**config.mk**
```make
export PLATFORM = sky130hd
export DESIGN_NAME = emsensor_array
export DESIGN_NICKNAME = d
export VERILOG_FILES = /design/src/rtl/emsensor_array.sv
export SDC_FILE = /design/constraint.sdc
export NUM_CORES = 1
export LEC_CHECK = 0
export ABC_AREA = 1
export CAP_MARGIN = 40
export CORE_MARGIN = 8
export CORE_UTILIZATION = 45
export CTS_CLUSTER_DIAMETER = 30
export DETAILED_ROUTE_END_ITERATION = 8
export MAX_ROUTING_LAYER = met4
export PLACE_DENSITY = 0.72
export SYNTH_ARGS = -nofsm -noshare
export SYNTH_HDL_FRONTEND = slang
export SYNTH_SLANG_ARGS = --single-unit
```
**constraint.sdc**
```tcl
create_clock -name clk -period 4.9 [get_ports clk]
set_clock_uncertainty 0.05 [all_clocks]
set_input_delay 0.98 -clock clk [delete_from_list [all_inputs] [get_ports clk]]
set_output_delay 0.98 -clock clk [all_outputs]
set_load 0.05 [all_outputs]
```
**src/rtl/emsensor_array.sv**
```systemverilog
// emsensor_array
// Array of EM fault-injection sensor cells with alarm aggregation, a warm-up
// mask, a saturating event counter and a threshold-triggered interrupt.
//
// Parameters:
//   N_CELLS  number of sensor cells (1..32)
//   CNT_W    width of event counter and threshold
//   WARMUP   cycles after arming during which raw alarms are ignored (>=1)
// Ports:
//   clk        system clock, rising edge
//   rst        asynchronous active-high reset
//   en         sensing enable (level)
//   clr        single-cycle pulse: clears flags, counter, irq; restarts warm-up
//   thresh     event count that raises irq (0 treated as 1)
//   inj        self-test fault-injection select (used only with
//              EMSENSOR_SELFTEST_EN defined)
//   alarm_vec  sticky per-cell alarm flags
//   alarm_any  OR of alarm_vec
//   alarm_cnt  saturating count of cycles with any qualified raw alarm
//   irq        set when alarm_cnt reaches thresh, held until clr
//   state      FSM state: 0 IDLE, 1 ARM, 2 MONITOR, 3 ALARM
// Optional feature macro: EMSENSOR_SELFTEST_EN
module emsensor_array #(
    parameter int N_CELLS = 8,
    parameter int CNT_W   = 16,
    parameter int WARMUP  = 2
) (
    input  logic               clk,
    input  logic               rst,
    input  logic               en,
    input  logic               clr,
    input  logic [CNT_W-1:0]   thresh,
    input  logic [N_CELLS-1:0] inj,
    output logic [N_CELLS-1:0] alarm_vec,
    output logic               alarm_any,
    output logic [CNT_W-1:0]   alarm_cnt,
    output logic               irq,
    output logic [1:0]         state
);

    localparam int WU_W = $clog2(WARMUP + 1);

    typedef enum logic [1:0] {
        ST_IDLE    = 2'd0,
        ST_ARM     = 2'd1,
        ST_MONITOR = 2'd2,
        ST_ALARM   = 2'd3
    } state_t;

    state_t             cur_st, nxt_st;
    logic [WU_W-1:0]    wu_q, wu_d;
    logic [N_CELLS-1:0] vec_q, vec_d;
    logic [CNT_W-1:0]   cnt_q, cnt_d;
    logic               irq_q, irq_d;

    // Sensor cell flops: toggle, main and complementary shadow
    logic [N_CELLS-1:0] t_q, m_q, s_q;
    logic [N_CELLS-1:0] s_d;
    logic [N_CELLS-1:0] raw, qual;
    logic               hold;

    logic [CNT_W-1:0]   cnt_inc;
    logic [CNT_W-1:0]   thresh_eff;

`ifdef EMSENSOR_SELFTEST_EN
    // Injected cells capture t instead of ~t so main == shadow next cycle
    assign s_d = ~(t_q ^ inj);
`else
    logic unused_inj;
    assign unused_inj = ^inj;
    assign s_d        = ~t_q;
`endif

    assign hold = (cur_st == ST_IDLE) || !en;

    always_ff @(posedge clk or posedge rst) begin
        if (rst) begin
            t_q <= '0;
            m_q <= '0;
            s_q <= '1;
        end else if (hold) begin
            t_q <= '0;
            m_q <= '0;
            s_q <= '1;
        end else begin
            t_q <= ~t_q;
            m_q <= t_q;
            s_q <= s_d;
        end
    end

    assign raw  = ~(m_q ^ s_q);
    assign qual = ((cur_st == ST_MONITOR) || (cur_st == ST_ALARM)) ? raw : '0;

    assign cnt_inc    = (cnt_q == '1) ? cnt_q : cnt_q + CNT_W'(1);
    assign thresh_eff = (thresh == '0) ? CNT_W'(1) : thresh;

    always_ff @(posedge clk or posedge rst) begin
        if (rst) begin
            cur_st <= ST_IDLE;
            wu_q   <= '0;
            vec_q  <= '0;
            cnt_q  <= '0;
            irq_q  <= 1'b0;
        end else begin
            cur_st <= nxt_st;
            wu_q   <= wu_d;
            vec_q  <= vec_d;
            cnt_q  <= cnt_d;
            irq_q  <= irq_d;
        end
    end

    // clr has priority over everything, then en=0, then per-state behaviour
    always_comb begin
        nxt_st = cur_st;
        wu_d   = wu_q;
        vec_d  = vec_q;
        cnt_d  = cnt_q;
        irq_d  = irq_q;
        if (clr) begin
            vec_d = '0;
            cnt_d = '0;
            irq_d = 1'b0;
            if (en) begin
                nxt_st = ST_ARM;
                wu_d   = WU_W'(WARMUP);
            end else begin
                nxt_st = ST_IDLE;
            end
        end else if (!en) begin
            nxt_st = ST_IDLE;
        end else begin
            case (cur_st)
                ST_IDLE: begin
                    nxt_st = ST_ARM;
                    wu_d   = WU_W'(WARMUP);
                end
                ST_ARM: begin
                    wu_d = wu_q - WU_W'(1);
                    if (wu_q <= WU_W'(1)) nxt_st = ST_MONITOR;
                end
                ST_MONITOR: begin
                    if (|qual) begin
                        vec_d = vec_q | qual;
                        cnt_d = cnt_inc;
                        if (cnt_inc >= thresh_eff) begin
                            nxt_st = ST_ALARM;
                            irq_d  = 1'b1;
                        end
                    end
                end
                ST_ALARM: begin
                    if (|qual) begin
                        vec_d = vec_q | qual;
                        cnt_d = cnt_inc;
                    end
                end
                default: nxt_st = ST_IDLE;
            endcase
        end
    end

    assign alarm_vec = vec_q;
    assign alarm_any = |vec_q;
    assign alarm_cnt = cnt_q;
    assign irq       = irq_q;
    assign state     = cur_st;

endmodule

```
==> out/summary.txt, run 1 <==
Hold Crit Depth: 1
Sequential fraction of the synthesis area: 41.3%
Fin crit share: 65.8%
DRC Markers: 0
H-tree depth: 2
Top Metal Used: met4
Status: finished, final reports clean
Max Root-Sink Buffers: 2
Kind of critical path: register to register
Grt ovf: 0
Area share of xor/xnor cells in the synthesized design: 2.16%
CTS root buf: clkbuf_8
Buf+Inv Stages, Crit Path: 3
Yosys cell types: 33
Critical path launch point type: register
Largest net degree at the start of global routing: 42
Critical path depth: 18
Compound-gate portion of the synthesized area: 8.50%
Total GRT Usage: 15.1%
ANT cells: 0
Post-cts sizing count: 0
Filler instances: 667
Max Cap Viol: 0
First-pass DRT Iterations: 4
IO Count: 56
Slowest cell on crit path: nand4_2
Mux share of post-synthesis cell area: 0%
Hold crit path type: register to register
Worst Path Required: 5.06 ns
Final setup violation count: 0
Pwr Total: 1.05 mW
Per-cell routed wire length: 12.6 um
Worst-case reg-to-reg path depth: 18
Final wirelength: 6.98 mm
Met3 WL post-DR: 224 um
Synthesized Nets: 456
Largest family of logic cells by synthesized area: simple AND/OR/NAND/NOR gates
Worst setup EP type: register
Number of global-route vias before repair: 2,694
Adder-Cell Fraction of Synth Area: 8.89%
Fmax: 310 MHz
Initial Util: 45.6%
Placed Area: 3800 um2
Synthesis-stage register bit count: 53
First-pass GRT wire length: 11.9 mm
P_leak: 2.08 nW
Slew Viols, Final: 0
WL met2: 3.72 mm
CTS buffer count: 5
Worst VDD drop: 0.239 mV
Clk slew on worst S/H paths: 0.10 ns
Clock Sinks: 53
Post-layout instance area: 3900 um2
Final non-filler cell total: 554
WL met1: 2.93 mm
Post-Synth Simple-Gate Area: 28.1%
Core Region: 7100 um2
Worst rel slew slack: 60.7%
Placed insts: 546
Global placer's final weighted congestion: 0.834
RSZ-0062 raised after global routing: no
Cells along the critical path: ha_1 -> nand3_1 -> inv_2 -> nand4_2 -> o21ai_1 -> inv_1 -> ha_1 -> inv_1 -> o21bai_1 -> nand2_1 -> nand2_1 -> nand2_1 -> nand2_1 -> nand2_1 -> nand3_1 -> nand2_1 -> nand2_1 -> nand2_1
Post-CTS setup buffer count: 0
Die height: 101 um
R2R setup slack: 1.68 ns
Post-route minimum period: 3.22 ns
Hold_buf cts: 0
Worst-margin pin slew: 0.589 ns
CP peak stage delay: 0.49 ns
YS warnings: 0
Area grow syn2layout: 20.5%
Worst Path Arrival: 3.38 ns
Final hold viol count: 0
TNS Setup: 0 ns
Initial antenna violation count: 0
Post-route ant nets: 0
Mapped Area: 3240 um2
Post-layout nets: 505
Port-buffer cells: 47
Top delay family on crit path: simple AND/OR/NAND/NOR gates
Row count: 31
Maximum fanout along the worst path: 15
Layout cell share with drive strength beyond 1: 15.4%
Number of DRC markers in iteration 0: 87
Via/cell ratio: 4.84
Post-synthesis cell count: 405
Dpl hpwl: 5.55 mm
Most used cell, CP: nand2_1
Via count: 2,679
Syn_area_per_cell: 8.00 um2
Pwr dens: 270 nW/um2
TritonCTS clock tree: yes
Clk_lat worst skew: 0.31 ns
Chip Width: 101 um
Die area: 10,200 um2
[report_power, final]
part / internal [mW] / switching, mW / total (mW)
Combinational: 0.0872 / 0.175 / 0.263
Sequential: 0.492 / 0.0321 / 0.524
Clock: 0.117 / 0.150 / 0.267
Total: 0.696 / 0.358 / 1.05
[metrics by stage]
step           worst slack (ns)  util [%]  hold WS [ns]
3_3_place_gp               1.78      53.3         0.352
3_5_place_dp               1.70      53.6         0.354
5_1_grt                    1.42      55.0         0.392
4_1_cts                    1.67      55.0         0.370
6_report                   1.68      55.0         0.368
2_1_floorplan              2.15         -         0.343
[registers in the layout (all words and copies together), names as in the netlist]
| signal | cells |
|---|---|
| t_q | 8 |
| alarm_cnt | 16 |
| state | 2 |
| irq | 1 |
| wu_q | 2 |
| alarm_vec | 8 |
| m_q | 8 |
| s_q | 8 |
[placed cells by master, fill, tap and decap left out]
cell type and count:
clkinv_1 1, nand3_2 9, inv_1 68, nand4_2 1
clkdlybuf4s50_1 47, o21a_1 1, o21ai_1 13, o21ai_0 6
nor3_1 10, nand3_1 21, o22ai_2 2, a41o_1 1
o21bai_1 2, nor2_1 26, xnor2_1 2, nand2_1 92
nor3_2 3, inv_2 13, dfrtp_1 45, nand2_4 1
clkbuf_8 6, ha_1 23, nor2_2 3, a21boi_1 1
clkinvlp_4 1, xor2_1 6, inv_6 1, nor4_1 4
o21ai_2 8, nand2_2 13, a21oi_1 9, nand4_1 7
buf_12 1, dfstp_2 8
[layer usage]
layer	vias up	track usage [%]
met5	-	-
li1	1376	-
met2	40	28.4
met1	1251	15.5
met3	12	2.49
met4	0	4.77
[cell families (layout without fill, tap and decap cells)]
family	Yosys count	count (layout)
simple gates	190	190
compound gates	43	43
buf+inv	88	138
xor+xnor	8	8
flops	53	53
fa+ha+maj	23	23
[Yosys cell counts]
| master | instances | area share (%) |
|---|---|---|
| a21boi_1 | 1 | 0.23 |
| a21oi_1 | 9 | 1.4 |
| a41o_1 | 1 | 0.31 |
| buf_1 | 1 | 0.12 |
| buf_2 | 1 | 0.15 |
| buf_4 | 1 | 0.23 |
| buf_6 | 3 | 1.0 |
| clkinv_1 | 1 | 0.12 |
| dfrtp_1 | 45 | 35 |
| dfstp_2 | 8 | 6.5 |
| ha_1 | 23 | 8.9 |
| inv_1 | 69 | 8.0 |
| inv_2 | 12 | 1.4 |
| nand2_1 | 92 | 11 |
| nand2_2 | 13 | 2.5 |
| nand2_4 | 1 | 0.35 |
| nand3_1 | 21 | 3.2 |
| nand3_2 | 9 | 2.8 |
| nand4_1 | 7 | 1.4 |
| nand4_2 | 1 | 0.39 |
| nor2_1 | 26 | 3.0 |
| nor2_2 | 3 | 0.58 |
| nor3_1 | 10 | 1.5 |
| nor3_2 | 3 | 0.93 |
| nor4_1 | 4 | 0.77 |
| o21a_1 | 1 | 0.23 |
| o21ai_0 | 6 | 0.93 |
| o21ai_1 | 13 | 2.0 |
| o21ai_2 | 8 | 2.2 |
| o21bai_1 | 2 | 0.46 |
| o22ai_2 | 2 | 0.77 |
| xnor2_1 | 2 | 0.54 |
| xor2_1 | 6 | 1.6 |
[worst register-to-register path, cell delays in order (launching register included)]
cell      delay [ns]
dfrtp_1         0.46
ha_1            0.23
nand3_1         0.16
inv_2           0.12
nand4_2         0.49
o21ai_1         0.43
inv_1           0.09
ha_1            0.30
inv_1           0.04
o21bai_1        0.13
nand2_1         0.06
nand2_1         0.05
nand2_1         0.04
nand2_1         0.07
nand2_1         0.08
nand3_1         0.12
nand2_1         0.08
nand2_1         0.06
nand2_1         0.05
[path summary, 6_finish.rpt]
check | startpoint | endpoint
worst min-delay path | t_q[7] | s_q[7]
min in group asynchronous | rst | alarm_cnt[3]
worst max-delay path | alarm_cnt[1] | state[0]
worst min register to register | t_q[7] | s_q[7]
max in group asynchronous | rst | s_q[4]
worst max register to register | alarm_cnt[1] | state[0]
[final cells by class]
| class | instances | area, um2 | area share [%] |
|---|---|---|---|
| multi-input combinational | 264 | 1540 | 39.6 |
| tap | 99 | 124 | 3.18 |
| clock buffer | 6 | 82.6 | 2.12 |
| timing repair buffer | 48 | 490 | 12.6 |
| sequential | 53 | 1340 | 34.3 |
| inverter | 82 | 308 | 7.89 |
| clock inverter | 2 | 16.3 | 0.417 |
Power figures use the tool's default switching activity.
==> run 2: changes to the inputs <==
- clock period: 4.9 -> 3.1 ns (I/O delays scaled with it)
==> out/summary.txt, run 2 (synthesized netlist as in run 1, its figures left out) <==
Status: finished, final reports clean (unchanged)
Dpl hpwl: 5.62 mm (was 5.55 mm)
Clk slew on worst S/H paths: 0.11 ns (was 0.10 ns)
Worst rel slew slack: 65.1% (was 60.7%)
Global placer's final weighted congestion: 0.863 (was 0.834)
Clock Sinks: 53 (unchanged)
Final wirelength: 7.23 mm (was 6.98 mm)
Grt ovf: 0 (unchanged)
Via/cell ratio: 4.93 (was 4.84)
Core Region: 7100 um2 (unchanged)
Final hold viol count: 0 (unchanged)
Reg power frac: 49.6% (was 49.7%)
Clock power share: 25.4% (was 25.3%)
Layout cell share with drive strength beyond 1: 16.6% (was 15.4%)
Post-layout nets: 508 (was 505)
Port-buffer cells: 47 (unchanged)
Initial Util: 45.6% (unchanged)
First-pass GRT wire length: 12.2 mm (was 11.9 mm)
IO Count: 56 (unchanged)
Most common cell after layout, fill and taps aside: nand2_1 (unchanged)
Worst VDD drop: 0.314 mV (was 0.239 mV)
Die height: 101 um (unchanged)
Net Sw Frac: 35.1% (was 34.0%)
Post-route minimum period: 2.81 ns (was 3.22 ns)
Chip Width: 101 um (unchanged)
H-tree depth: 2 (unchanged)
Maximum fanout along the worst path: 5 (was 15)
DRC Markers: 0 (unchanged)
Worst Path Required: 3.26 ns (was 5.06 ns)
Gate power share: 24.9% (about the same)
Net switching power: 0.587 mW (was 0.358 mW)
Row count: 31 (unchanged)
Via count: 2,747 (was 2,679)
CTS root buf: clkbuf_8 (unchanged)
Area of the multi-input gates: 1560 um2 (was 1540 um2)
First-pass DRT Iterations: 4 (unchanged)
Register area: 1340 um2 (about the same)
Worst setup EP type: register (unchanged)
Area grow syn2layout: 21.6% (was 20.5%)
Post-cts sizing count: 0 (unchanged)
RSZ-0062 raised after global routing: no (unchanged)
Filler instances: 658 (was 667)
Final setup violation count: 0 (unchanged)
ANT cells: 0 (unchanged)
Max Cap Viol: 0 (unchanged)
Total GRT Usage: 15.3% (was 15.1%)
Worst-margin pin slew: 0.521 ns (was 0.589 ns)
Largest register FFs: 16 (unchanged)
Per-cell routed wire length: 13.0 um (was 12.6 um)
Fin crit share: 90.8% (was 65.8%)
Clk_lat worst skew: 0.31 ns (about the same)
Number of DRC markers in iteration 0: 92 (was 87)
Initial antenna violation count: 0 (unchanged)
Core Util, Final: 55.5% (was 55.0%)
Worst Path Arrival: 2.98 ns (was 3.38 ns)
Die area: 10,200 um2 (unchanged)
Critical path launch point type: register (unchanged)
Most frequent cells in the layout: nand2_1, inv_1, clkdlybuf4s50_1, dfrtp_1, nor2_1 (unchanged)
Post-route ant nets: 0 (unchanged)
TNS Setup: 0 ns (unchanged)
Max Root-Sink Buffers: 2 (unchanged)
Fmax: 355 MHz (was 310 MHz)
Largest net degree at the start of global routing: 54 (was 42)
TritonCTS clock tree: yes (unchanged)
Hold crit path type: register to register (unchanged)
Slew Viols, Final: 0 (unchanged)
Post-CTS setup buffer count: 0 (unchanged)
P_leak: 2.10 nW (was 2.08 nW)
Hold_buf cts: 0 (unchanged)
CTS buffer count: 5 (unchanged)
Int Pwr: 1.09 mW (was 0.696 mW)
Pwr dens: 425 nW/um2 (was 270 nW/um2)
Kind of critical path: register to register (unchanged)
Number of global-route vias before repair: 2,802 (was 2,694)
==> run 2: cell types whose count changed in the layout (fill, tap and decap cells not counted) <==
| cell | delta |
|---|---|
| buf_4 | +3 |
| dfrtp_1 | -2 |
| dfrtp_2 | +2 |
| a21boi_1 | -1 |
| a21boi_2 | +1 |
| clkbuf_8 | -1 |
| clkinv_4 | +1 |
| clkinvlp_4 | -1 |
| inv_8 | +1 |
| nand4_2 | -1 |
| nand4_4 | +1 |
==> run 2: worst paths after layout <==
| kind | slack, ns | cells past startpoint | start | endpoint |
|---|---|---|---|---|
| max in group asynchronous | 2.09 | 3 | rst | s_q[3] |
| setup reg to reg | 0.29 | 16 | alarm_cnt[1] | state[0] |
| hold reg to reg | 0.37 | 1 | t_q[7] | s_q[7] |
| hold / removal | 0.37 | 1 | t_q[7] | s_q[7] |
| setup / recovery | 0.29 | 16 | alarm_cnt[1] | state[0] |
| min in group asynchronous | 0.59 | 3 | rst | alarm_cnt[12] |
==> run 2: metal layers <==
layer	share of wire [%]	vias to the layer above	global-route usage [%]
met4	1.1	0	3.95
met1	40	1300	15.6
li1	-	1379	-
met3	3.6	10	2.90
met5	0	-	-
met2	55	58	28.9
==> run 2: layout make-up <==
type / instances / share of cell area, %
repair buffers: 51 / 13.0
inverters: 82 / 7.82
clock inverters: 3 / 0.731
clock buffers: 5 / 1.75
flip-flops and latches: 53 / 34.0
multi-input cells: 264 / 39.5
well taps: 99 / 3.15
==> run 2: per-stage QoR <==
| stage | area (um2) | power [mW] | worst slack (ns) | hold slack [ns] | instances |
|---|---|---|---|---|---|
| global route | 3940 | 1.77 | 0.00937 | 0.391 | 557 |
| detailed placement | 3820 | 1.26 | 0.275 | 0.356 | 549 |
| finish | 3940 | 1.67 | 0.285 | 0.368 | 557 |
| CTS | 3920 | 1.69 | 0.261 | 0.371 | 557 |
| floorplan | 3240 | 1.14 | 0.350 | 0.343 | 405 |
| global placement | 3820 | 1.25 | 0.329 | 0.352 | 549 |
==> run 2: critical path, cell delays in order, from the launching register on <==
cell and delay [ns]:
dfrtp_2 0.43, ha_1 0.20, nand3_1 0.16, inv_2 0.14
nand2_1 0.09, nor2_2 0.18, nand4_1 0.13, a21boi_2 0.20
inv_1 0.06, ha_1 0.29, nand2_1 0.05, o21ai_0 0.27
nor2_1 0.13, nand3_1 0.14, nand2_1 0.09, nand2_1 0.07
nand2_1 0.05
==> run 2: power groups by stage <==
stage                     Combinational, mW  Sequential, mW  Clock [mW]
after floorplan                       0.262           0.874           0
after global placement                0.407           0.839           0
after detailed placement              0.421           0.844           0
after CTS                             0.425           0.831       0.434
after global routing                  0.469           0.844       0.458
final                                 0.416           0.830       0.426
